[config.mk]
export PLATFORM = sky130hd
export DESIGN_NAME = mem_arbiter_rr2
export DESIGN_NICKNAME = d
export VERILOG_FILES = /design/src/rtl/mem_arbiter_rr2.sv
export SDC_FILE = /design/constraint.sdc
export NUM_CORES = 1
export LEC_CHECK = 0
export ABC_AREA = 1
export CORE_UTILIZATION = 30
export CTS_CLUSTER_DIAMETER = 50
export CTS_CLUSTER_SIZE = 10
export DETAILED_ROUTE_END_ITERATION = 16
export GPL_TIMING_DRIVEN = 0
export PLACE_DENSITY = 0.73
export SKIP_LAST_GASP = 1
export SLEW_MARGIN = 20
export SYNTH_ARGS = -nofsm -noshare
export SYNTH_HDL_FRONTEND = slang
export SYNTH_SLANG_ARGS = --single-unit
[constraint.sdc]
create_clock -name clk -period 2.9 [get_ports clk]
set_input_delay 0.58 -clock clk [delete_from_list [all_inputs] [get_ports clk]]
set_output_delay 0.58 -clock clk [all_outputs]
set_load 0.005 [all_outputs]
[src/rtl/mem_arbiter_rr2.sv]
// Two-master round-robin arbiter for a single shared valid/ready memory bus.
// One transaction is in flight at a time. Every completion, timeout or
// protocol abort returns the arbiter to IDLE for at least one cycle before
// the next grant. A per-transaction wait counter forces completion with
// ERR_DATA when the slave stalls for TIMEOUT cycles.
module mem_arbiter_rr2 #(
    parameter int unsigned  TIMEOUT  = 64,
    parameter logic [31:0]  ERR_DATA = 32'hDEAD_BEEF
) (
    input  logic        clk,
    input  logic        reset,

    input  logic        m0_valid,
    input  logic        m0_instr,
    input  logic [31:0] m0_addr,
    input  logic [31:0] m0_wdata,
    input  logic [3:0]  m0_wstrb,
    output logic        m0_ready,
    output logic [31:0] m0_rdata,

    input  logic        m1_valid,
    input  logic        m1_instr,
    input  logic [31:0] m1_addr,
    input  logic [31:0] m1_wdata,
    input  logic [3:0]  m1_wstrb,
    output logic        m1_ready,
    output logic [31:0] m1_rdata,

    output logic        mem_valid,
    output logic        mem_instr,
    output logic [31:0] mem_addr,
    output logic [31:0] mem_wdata,
    output logic [3:0]  mem_wstrb,
    input  logic        mem_ready,
    input  logic [31:0] mem_rdata,

    output logic        grant_id,
    output logic        timeout_err,
    output logic        proto_err
);

    typedef enum logic [1:0] {
        IDLE   = 2'd0,
        GRANT0 = 2'd1,
        GRANT1 = 2'd2
    } state_t;

    // Counter value seen in the last cycle a stalled transaction may wait.
    localparam logic [7:0] WAIT_LAST = 8'(TIMEOUT - 1);

    state_t      state;
    state_t      state_nxt;
    logic        last_grant;
    logic        armed;
    logic [7:0]  wait_cnt;

    logic        grant_en;
    logic        grant_sel;
    logic        owner;
    logic        owner_valid;
    logic        done;
    logic [31:0] done_rdata;

    // Next-state, grant decision and combinational completion outputs.
    always_comb begin
        state_nxt   = state;
        grant_en    = 1'b0;
        grant_sel   = 1'b0;
        owner       = 1'b0;
        owner_valid = 1'b0;
        done        = 1'b0;
        done_rdata  = 32'h0;
        timeout_err = 1'b0;
        proto_err   = 1'b0;
        m0_ready    = 1'b0;
        m1_ready    = 1'b0;
        m0_rdata    = 32'h0;
        m1_rdata    = 32'h0;

        case (state)
            IDLE: begin
                // armed holds off the first grant until the second edge after reset release.
                if (armed) begin
                    if (m0_valid && m1_valid) begin
                        grant_en  = 1'b1;
                        grant_sel = ~last_grant;
                    end else if (m0_valid) begin
                        grant_en  = 1'b1;
                        grant_sel = 1'b0;
                    end else if (m1_valid) begin
                        grant_en  = 1'b1;
                        grant_sel = 1'b1;
                    end
                end
                if (grant_en) begin
                    state_nxt = grant_sel ? GRANT1 : GRANT0;
                end
            end

            GRANT0, GRANT1: begin
                owner       = (state == GRANT1);
                owner_valid = owner ? m1_valid : m0_valid;
                if (!owner_valid) begin
                    // Owner withdrew its request: abort without a ready pulse.
                    proto_err = 1'b1;
                    state_nxt = IDLE;
                end else if (mem_ready) begin
                    // A real slave response wins over a coincident timeout.
                    done       = 1'b1;
                    done_rdata = mem_rdata;
                    state_nxt  = IDLE;
                end else if (wait_cnt == WAIT_LAST) begin
                    done        = 1'b1;
                    done_rdata  = ERR_DATA;
                    timeout_err = 1'b1;
                    state_nxt   = IDLE;
                end
            end

            default: state_nxt = IDLE;
        endcase

        if (done && !owner) begin
            m0_ready = 1'b1;
            m0_rdata = done_rdata;
        end
        if (done && owner) begin
            m1_ready = 1'b1;
            m1_rdata = done_rdata;
        end
    end

    // State register, round-robin history, grant arming and wait counter.
    always_ff @(posedge clk or posedge reset) begin
        if (reset) begin
            state      <= IDLE;
            last_grant <= 1'b1;
            armed      <= 1'b0;
            wait_cnt   <= 8'd0;
        end else begin
            state <= state_nxt;
            armed <= 1'b1;
            if (grant_en) begin
                last_grant <= grant_sel;
                wait_cnt   <= 8'd0;
            end else if ((state != IDLE) && !mem_ready) begin
                wait_cnt <= wait_cnt + 8'd1;
            end
        end
    end

    // Shared-bus request registers: loaded on grant, held until the transaction ends.
    always_ff @(posedge clk or posedge reset) begin
        if (reset) begin
            mem_valid <= 1'b0;
            mem_instr <= 1'b0;
            mem_addr  <= 32'h0;
            mem_wdata <= 32'h0;
            mem_wstrb <= 4'h0;
            grant_id  <= 1'b0;
        end else if (grant_en) begin
            mem_valid <= 1'b1;
            grant_id  <= grant_sel;
            mem_instr <= grant_sel ? m1_instr : m0_instr;
            mem_addr  <= grant_sel ? m1_addr  : m0_addr;
            mem_wdata <= grant_sel ? m1_wdata : m0_wdata;
            mem_wstrb <= grant_sel ? m1_wstrb : m0_wstrb;
        end else if ((state != IDLE) && (state_nxt == IDLE)) begin
            mem_valid <= 1'b0;
        end
    end

endmodule

# [After elaboration in Yosys (flattened, before gate mapping)]
# Cells that the tools add are included.
[word_totals] in_bits=175 rom_bits=0 n_memories=0 mem_bits_rw=0 latchBits=0 regBits=83
[classes] muxes=44 eq_ne=3 n_shift=0 multipliers=0 magnitude_cmp=0 n_reduce_logical=13 addsub=1 n_div=0 bitwise_logic=1
[op_table] cell="2-to-1 mux 32 bit" count=8
[op_table] cell="2-to-1 mux 1 bit" count=27
[op_table] cell="2-to-1 mux 8 bit" count=2
[op_table] cell="2-to-1 mux 2 bit" count=5
[op_table] cell="adder 8 x 1 -> 8 bit, second input constant" count=1
[op_table] cell="equality test 8 x 6 -> 1 bit, second input constant" count=1
[op_table] cell="nonzero test 2 bit" count=3
[op_table] cell="logical AND 1 bit" count=5
[op_table] cell="logical NOT 2 bit" count=2
[op_table] cell="2-to-1 mux 4 bit" count=1
[op_table] cell="case mux 2 bit (2 select lines)" count=1
[op_table] cell="equality test 2 x 1 -> 1 bit, second input constant" count=1
[op_table] cell="equality test 2 bit, second input constant" count=1
[op_table] cell="logical NOT 1 bit" count=2
[op_table] cell="OR reduction 2 bit" count=1
[op_table] cell="NOT 1 bit" count=1

# [Longest topological paths before layout]
[depth] depth_word=12 ltp_mapped=10 mapped_depth_nobuf=9

# [Least setup slack after synthesis]
# Ideal clock, no wire load.
[synth_timing] kind="register to output" startpoint="register state[0]" endpoint="output port m0_rdata[23]" slack_ns=0.798 arrival_ns=1.522 stages_incl_launch_ff=11 t_required_ns=2.320 path_cell_list="dfrtp_1 > inv_1 > ha_1 > inv_2 > nand2_1 > nand2_1 > nand2_1 > a21oi_2 > nand2_2 > buf_4 > a21oi_1"
[synth_via] elab_chain_len=6 elab_cells_between_ends=12 cone_classes="2 x eq/ne; 7 x mux; 3 x reduce/logical"
[synth_rtl] element="start, declared" line_no="51" text="state_t state;"
[synth_rtl] element="start signal, assigned" line_no="141" text="state <= state_nxt;"
[synth_rtl] element="equality test 2 bit or equality test 2 x 1 -> 1 bit (tied branches)" line_no="80, 101"
[synth_rtl] element="2-to-1 mux 1 bit or OR reduction 2 bit (tied branches)"
[synth_rtl] element="2-to-1 mux 1 bit, on equally long branches" line_no="103, 80"
[synth_rtl] element="2-to-1 mux 1 bit or logical NOT 1 bit (tied branches)" line_no="80, 123"
[synth_rtl] element="logical AND 1 bit" line_no="123" text="if (done && !owner) begin"
[synth_rtl] element="2-to-1 mux 32 bit *" line_no="123"
[synth_rtl] element="end, declared" line_no="19" text="output logic [31:0] m0_rdata,"
# Mark *: on every way between the ends. The rest lies on a longest branch, timed or not.

# [Worst setup path after layout]
[layout_timing] startpoint="register state[0]" endpoint="output port m1_rdata[13]"
[layout_via] elab_chain_len=6 elab_cells_between_ends=11 cone_classes="2 x eq/ne; 7 x mux; 2 x reduce/logical"
[layout_rtl] element="equality test 2 bit" line_no="80, 101"
[layout_rtl] element="2-to-1 mux 1 bit" line_no="102" text="owner_valid = owner ? m1_valid : m0_valid;"
[layout_rtl] element="2-to-1 mux 1 bit" line_no="103" text="if (!owner_valid) begin"
[layout_rtl] element="2-to-1 mux 1 bit" line_no="80" text="case (state)"
[layout_rtl] element="logical AND 1 bit" line_no="127" text="if (done && owner) begin"
[layout_rtl] element="2-to-1 mux 32 bit *" line_no="127"
[layout_rtl] element="end, declared" line_no="27" text="output logic [31:0] m1_rdata,"
# Marked as above.

==> results_tabular.tex <==
\begin{tabular}{lr}
\hline
Metric & Value \\
\hline
\multicolumn{2}{l}{\textbf{Logic synthesis}} \\
\quad Number of synthesis warnings & 0 \\
\quad Distinct cells, synth & 23 \\
\quad Top post-synthesis cells by count & nand2\_1 (164), inv\_1 (105), a21oi\_1 (83) \\
\quad Post-Syn Area per Cell & 7.13 sq um \\
\quad Count of mapped cells out of synthesis & between 600 and 700 \\
\quad Net Count, Synth & 839 \\
\quad Total standard cell area after synthesis & about 4700 sq um \\
\quad Count of flip-flops with a built-in enable after synthesis & 0 \\
\quad Area contributors post-synth & dfrtp\_1 (44\%), nand2\_1 (13\%), a21oi\_1 (8.8\%), inv\_1 (8.4\%), o21ai\_0 (5.4\%) \\
\quad Prevailing post-synth register cell & dfrtp\_1 \\
\quad Portion of synthesized cell area occupied by the leading cell type & 0.436 \\
\quad Most numerous cell in the Yosys netlist & nand2\_1 \\
\quad Proportion of synthesized chip area in sequential cells & 0.442 \\
\quad Post-synthesis register bit count & between 80 and 90 \\
\quad Dominant cell type by area after synthesis & dfrtp\_1 \\
\quad Share of flip-flops with an asynchronous set or reset after synthesis & 1.00 \\
\multicolumn{2}{l}{\textbf{Final layout}} \\
\quad Number of fillers in the final layout & approximately 1.4k \\
\quad Final Core Density & 0.567 \\
\quad Fraction of final layout cells with drive strength greater than 1 & 0.101 \\
\quad Antenna cells & 0 \\
\quad Final instance count without filler cells & 1216 \\
\quad Area delta synth->final & 84.0\% \\
\quad Net total in the final layout & $\sim$1.2k \\
\multicolumn{2}{l}{\textbf{Routing}} \\
\quad DRT antenna net count & 0 \\
\quad Number of vias in the routed layout & 5451 \\
\quad Wire length after detailed routing & approximately 17000 microns \\
\quad Drt pass-1 iters & 4 \\
\quad Vias/cell & 4.48 \\
\quad Drt drc & 0 \\
\quad Number of DRC violations after detailed-routing iteration 0 & $\sim$130 \\
\quad Average wire per cell in the routed design & 14.2 microns \\
\multicolumn{2}{l}{\textbf{GRT}} \\
\quad Largest net degree at the start of global routing & 47 \\
\quad GR met3 Demand/Resource & 0.0783 \\
\quad Total overflow reported by the global router & 0 \\
\quad First-pass GRT wire length & 26600 microns \\
\quad Number of global-route vias before repair & roughly 5.2k \\
\quad Antenna violations before repair & 0 \\
\quad Global Route met2 Usage & 0.389 \\
\quad GR Layer Usage met1 & 0.222 \\
\quad Overall Global Routing Usage & 0.213 \\
\quad Global-route layer with the greatest usage & met2 \\
\multicolumn{2}{l}{\textbf{Place}} \\
\quad Instance count after placement with tap cells included & 1184 \\
\quad Buffers on Ports & 312 \\
\quad Gp weighted congestion & roughly 0.80 \\
\quad Placed wire-length estimate & 13600 microns \\
\multicolumn{2}{l}{\textbf{Floorplan}} \\
\quad Die H & $\sim$130 microns \\
\quad Core Rows & 45 \\
\quad Number of placed I/O pins & approximately 310 \\
\quad Die Footprint & roughly 16000 sq um \\
\quad Starting density of the core & 0.308 \\
\quad Die X & between 100 and 150 microns \\
\quad Core outline area & approximately 15000 sq um \\
\multicolumn{2}{l}{\textbf{Setup path}} \\
\quad Type of origin of the critical path & flop \\
\quad Worst flop-to-flop path startpoint & state[0] \\
\quad Setup crit end kind & primary output \\
\quad Cell at the slowest stage of the critical path & clkdlybuf4s50\_1 \\
\quad Start-to-end type of the worst setup path & reg2out \\
\quad Required time reported for the critical path endpoint & about 2.3 ns \\
\quad CP Cell Sequence & inv\_2 > ha\_4 > inv\_2 > nand2\_1 > nand2\_2 > nand2\_2 > a21oi\_4 > nand2\_4 > buf\_8 > a21oi\_2 > clkdlybuf4s50\_1 \\
\quad Delay-heaviest family, CP & buffers and inverters \\
\quad Crit path from & state[0] \\
\quad Count of cell instances traversed by the critical path & 11 \\
\quad Cell count of the worst reg-to-reg path & 7 \\
\quad Critical Path AT & roughly 2.4 ns \\
\quad CP bufs+invs & 4 \\
\quad Delay of the slowest critical-path stage & approximately 0.51 ns \\
\quad Largest fanout of any net on the critical path & 7 \\
\multicolumn{2}{l}{\textbf{Timing}} \\
\quad Setup ws final & -0.0403 ns \\
\quad Count of final setup violators & 10 \\
\quad Unrepaired setup endpoints after global routing & true \\
\quad Accumulated negative setup slack & -0.147 ns \\
\quad F\_max & around 340 MHz \\
\quad Part of the cycle the worst path needs & 1.01 \\
\quad Clock skew after layout & 0.00530 ns \\
\quad Min Hold Slack & 0.467 ns \\
\quad Min Clock Period, post-route & 2.94 ns \\
\quad Slew at the pin closest to its max-slew limit & slightly above 0.6 ns \\
\quad Final hold violations & 0 \\
\quad Worst slew margin relative to its limit & 0.598 \\
\quad Number of slew-limit violations in the final report & 0 \\
\multicolumn{2}{l}{\textbf{Clock tree}} \\
\quad Number of buffers created by CTS & 9 \\
\quad Clock Sinks & 83 \\
\quad Insertion delay to the later sink of the worst-skew pair & between 0.3 and 0.4 ns \\
\quad Clock-pin transition on the worst setup and hold timing paths & 0.06 ns \\
\quad Number of H-tree branching levels & 3 \\
\quad Worst-case clock buffer depth & 2 \\
\quad Clock tree root driver cell & clkbuf\_16 \\
\quad Post-cts hold buffer count & 0 \\
\quad TritonCTS clock tree & done \\
\multicolumn{2}{l}{\textbf{Power}} \\
\quad Worst VDD drop & between 0.0003 and 0.0004 V \\
\quad Power per cell area & between 700 and 800 nW/um\^{}2 \\
\quad Static Leak & 0.00470 uW \\
\quad Total Power Consumption & about 6300 uW \\
\multicolumn{2}{l}{\textbf{Hold path}} \\
\quad Start point of the worst min-delay path & last\_grant \\
\quad Path class of the lowest-slack min-delay path & reg2reg \\
\quad Worst hold path stage count & 2 \\
\multicolumn{2}{l}{\textbf{Outcome}} \\
\quad Outcome & finished with violations \\
\quad Failing checks & negative setup slack \\
\multicolumn{2}{l}{\textbf{Job}} \\
\quad Max-cap check violation count & 0 \\
\hline
\end{tabular}
==> per-layer routing <==
layer  share of wire  routed length [microns]
met1            0.38                     6600
met2            0.50                     8710
met3           0.090                     1560
met4           0.025                      435
met5               0                        0
==> area by class of cell <==
type	count	area, sq um	area share
Clock inverter	3	46.3	0.00535
Tap cell	211	264	0.0305
Inverter	107	404	0.0467
Sequential cell	83	2080	0.240
Timing Repair Buffer	329	3290	0.380
Buffer	42	239	0.0276
Multi-Input combinational cell	428	2080	0.241
Clock buffer	13	250	0.0289
==> cells by family after synthesis <==
logic type | count (synthesis) | synth area share
flops | 83 | 0.442
xor+xnor | 1 | 0.00186
buf+inv | 149 | 0.128
simple gates | 247 | 0.218
fa+ha+maj | 4 | 0.0106
other cells | 1 | 0.000797
compound gates | 175 | 0.199
==> stage by stage <==
step / setup WS [ns] / area (sq um)
4_1_cts: -0.0791 / 8520
3_5_place_dp: -0.340 / 8120
3_3_place_gp: -1.28 / 8090
5_1_grt: -0.151 / 8650
2_1_floorplan: 0.185 / 4700
6_report: -0.0403 / 8650
==> worst reg2reg max path: cells and delay by family (launching register included) <==
kind	cells	cell delay, ns
AO/OA/AOI/OAI	1	0.29
adder cells (fa/ha/maj)	1	0.18
buffers and inverters	3	0.66
flip-flops	1	0.40
AND/OR/NAND/NOR	2	0.37
==> state kept, by name, indices dropped and copies added (netlist names) <==
name,cells
state,2
last_grant,1
mem_instr,1
mem_addr,32
mem_wdata,32
wait_cnt,8
grant_id,1
mem_wstrb,4
mem_valid,1
armed,1
==> cells in the final DEF (no fill, tap or decap), types with 2 or more instances in the layout <==
master           count
clkbuf_16            9
nand2_1            161
inv_1              102
dfrtp_1             81
clkdlybuf4s50_1    255
a21oi_1             83
buf_2               20
ha_4                 2
inv_2                4
nand3_2              2
o21ai_1             24
nand2_4              2
dlygate4sd2_1       32
dlymetal6s2s_1      24
nand3_1              7
nor2_1              52
nor3_2              10
nand2_2              3
buf_4               16
nor3_1               7
buf_6                6
o21ai_0             51
clkbuf_1            18
nand4_1              2
a21oi_2             15
==> power breakdown <==
part / total (uW) / switching [uW] / internal, uW
combinational: 3170 / 1450 / 1730
clock: 1150 / 452 / 695
sequential: 1990 / 305 / 1680
total: 6310 / 2200 / 4100
==> timing repair <==
item / 4_1_cts / 5_1_grt
endpoints found under the setup margin: 66 / 48
gates resized for setup: 53 / 33
buffers inserted: 10 / 6
gates cloned: 0 / 0
pin swaps: 3 / 2
==> path summary, 6_finish.rpt <==
kind	to	slack [ns]
worst max-delay path	m1_rdata[13]	-0.04
worst min-delay path	last_grant	0.47
worst max register to register	mem_addr[29]	0.87
worst min register to register	last_grant	0.47
max in group asynchronous	mem_addr[4]	1.66
min in group asynchronous	mem_wdata[10]	0.64
Note: power is estimated with default switching activity, not from simulation.
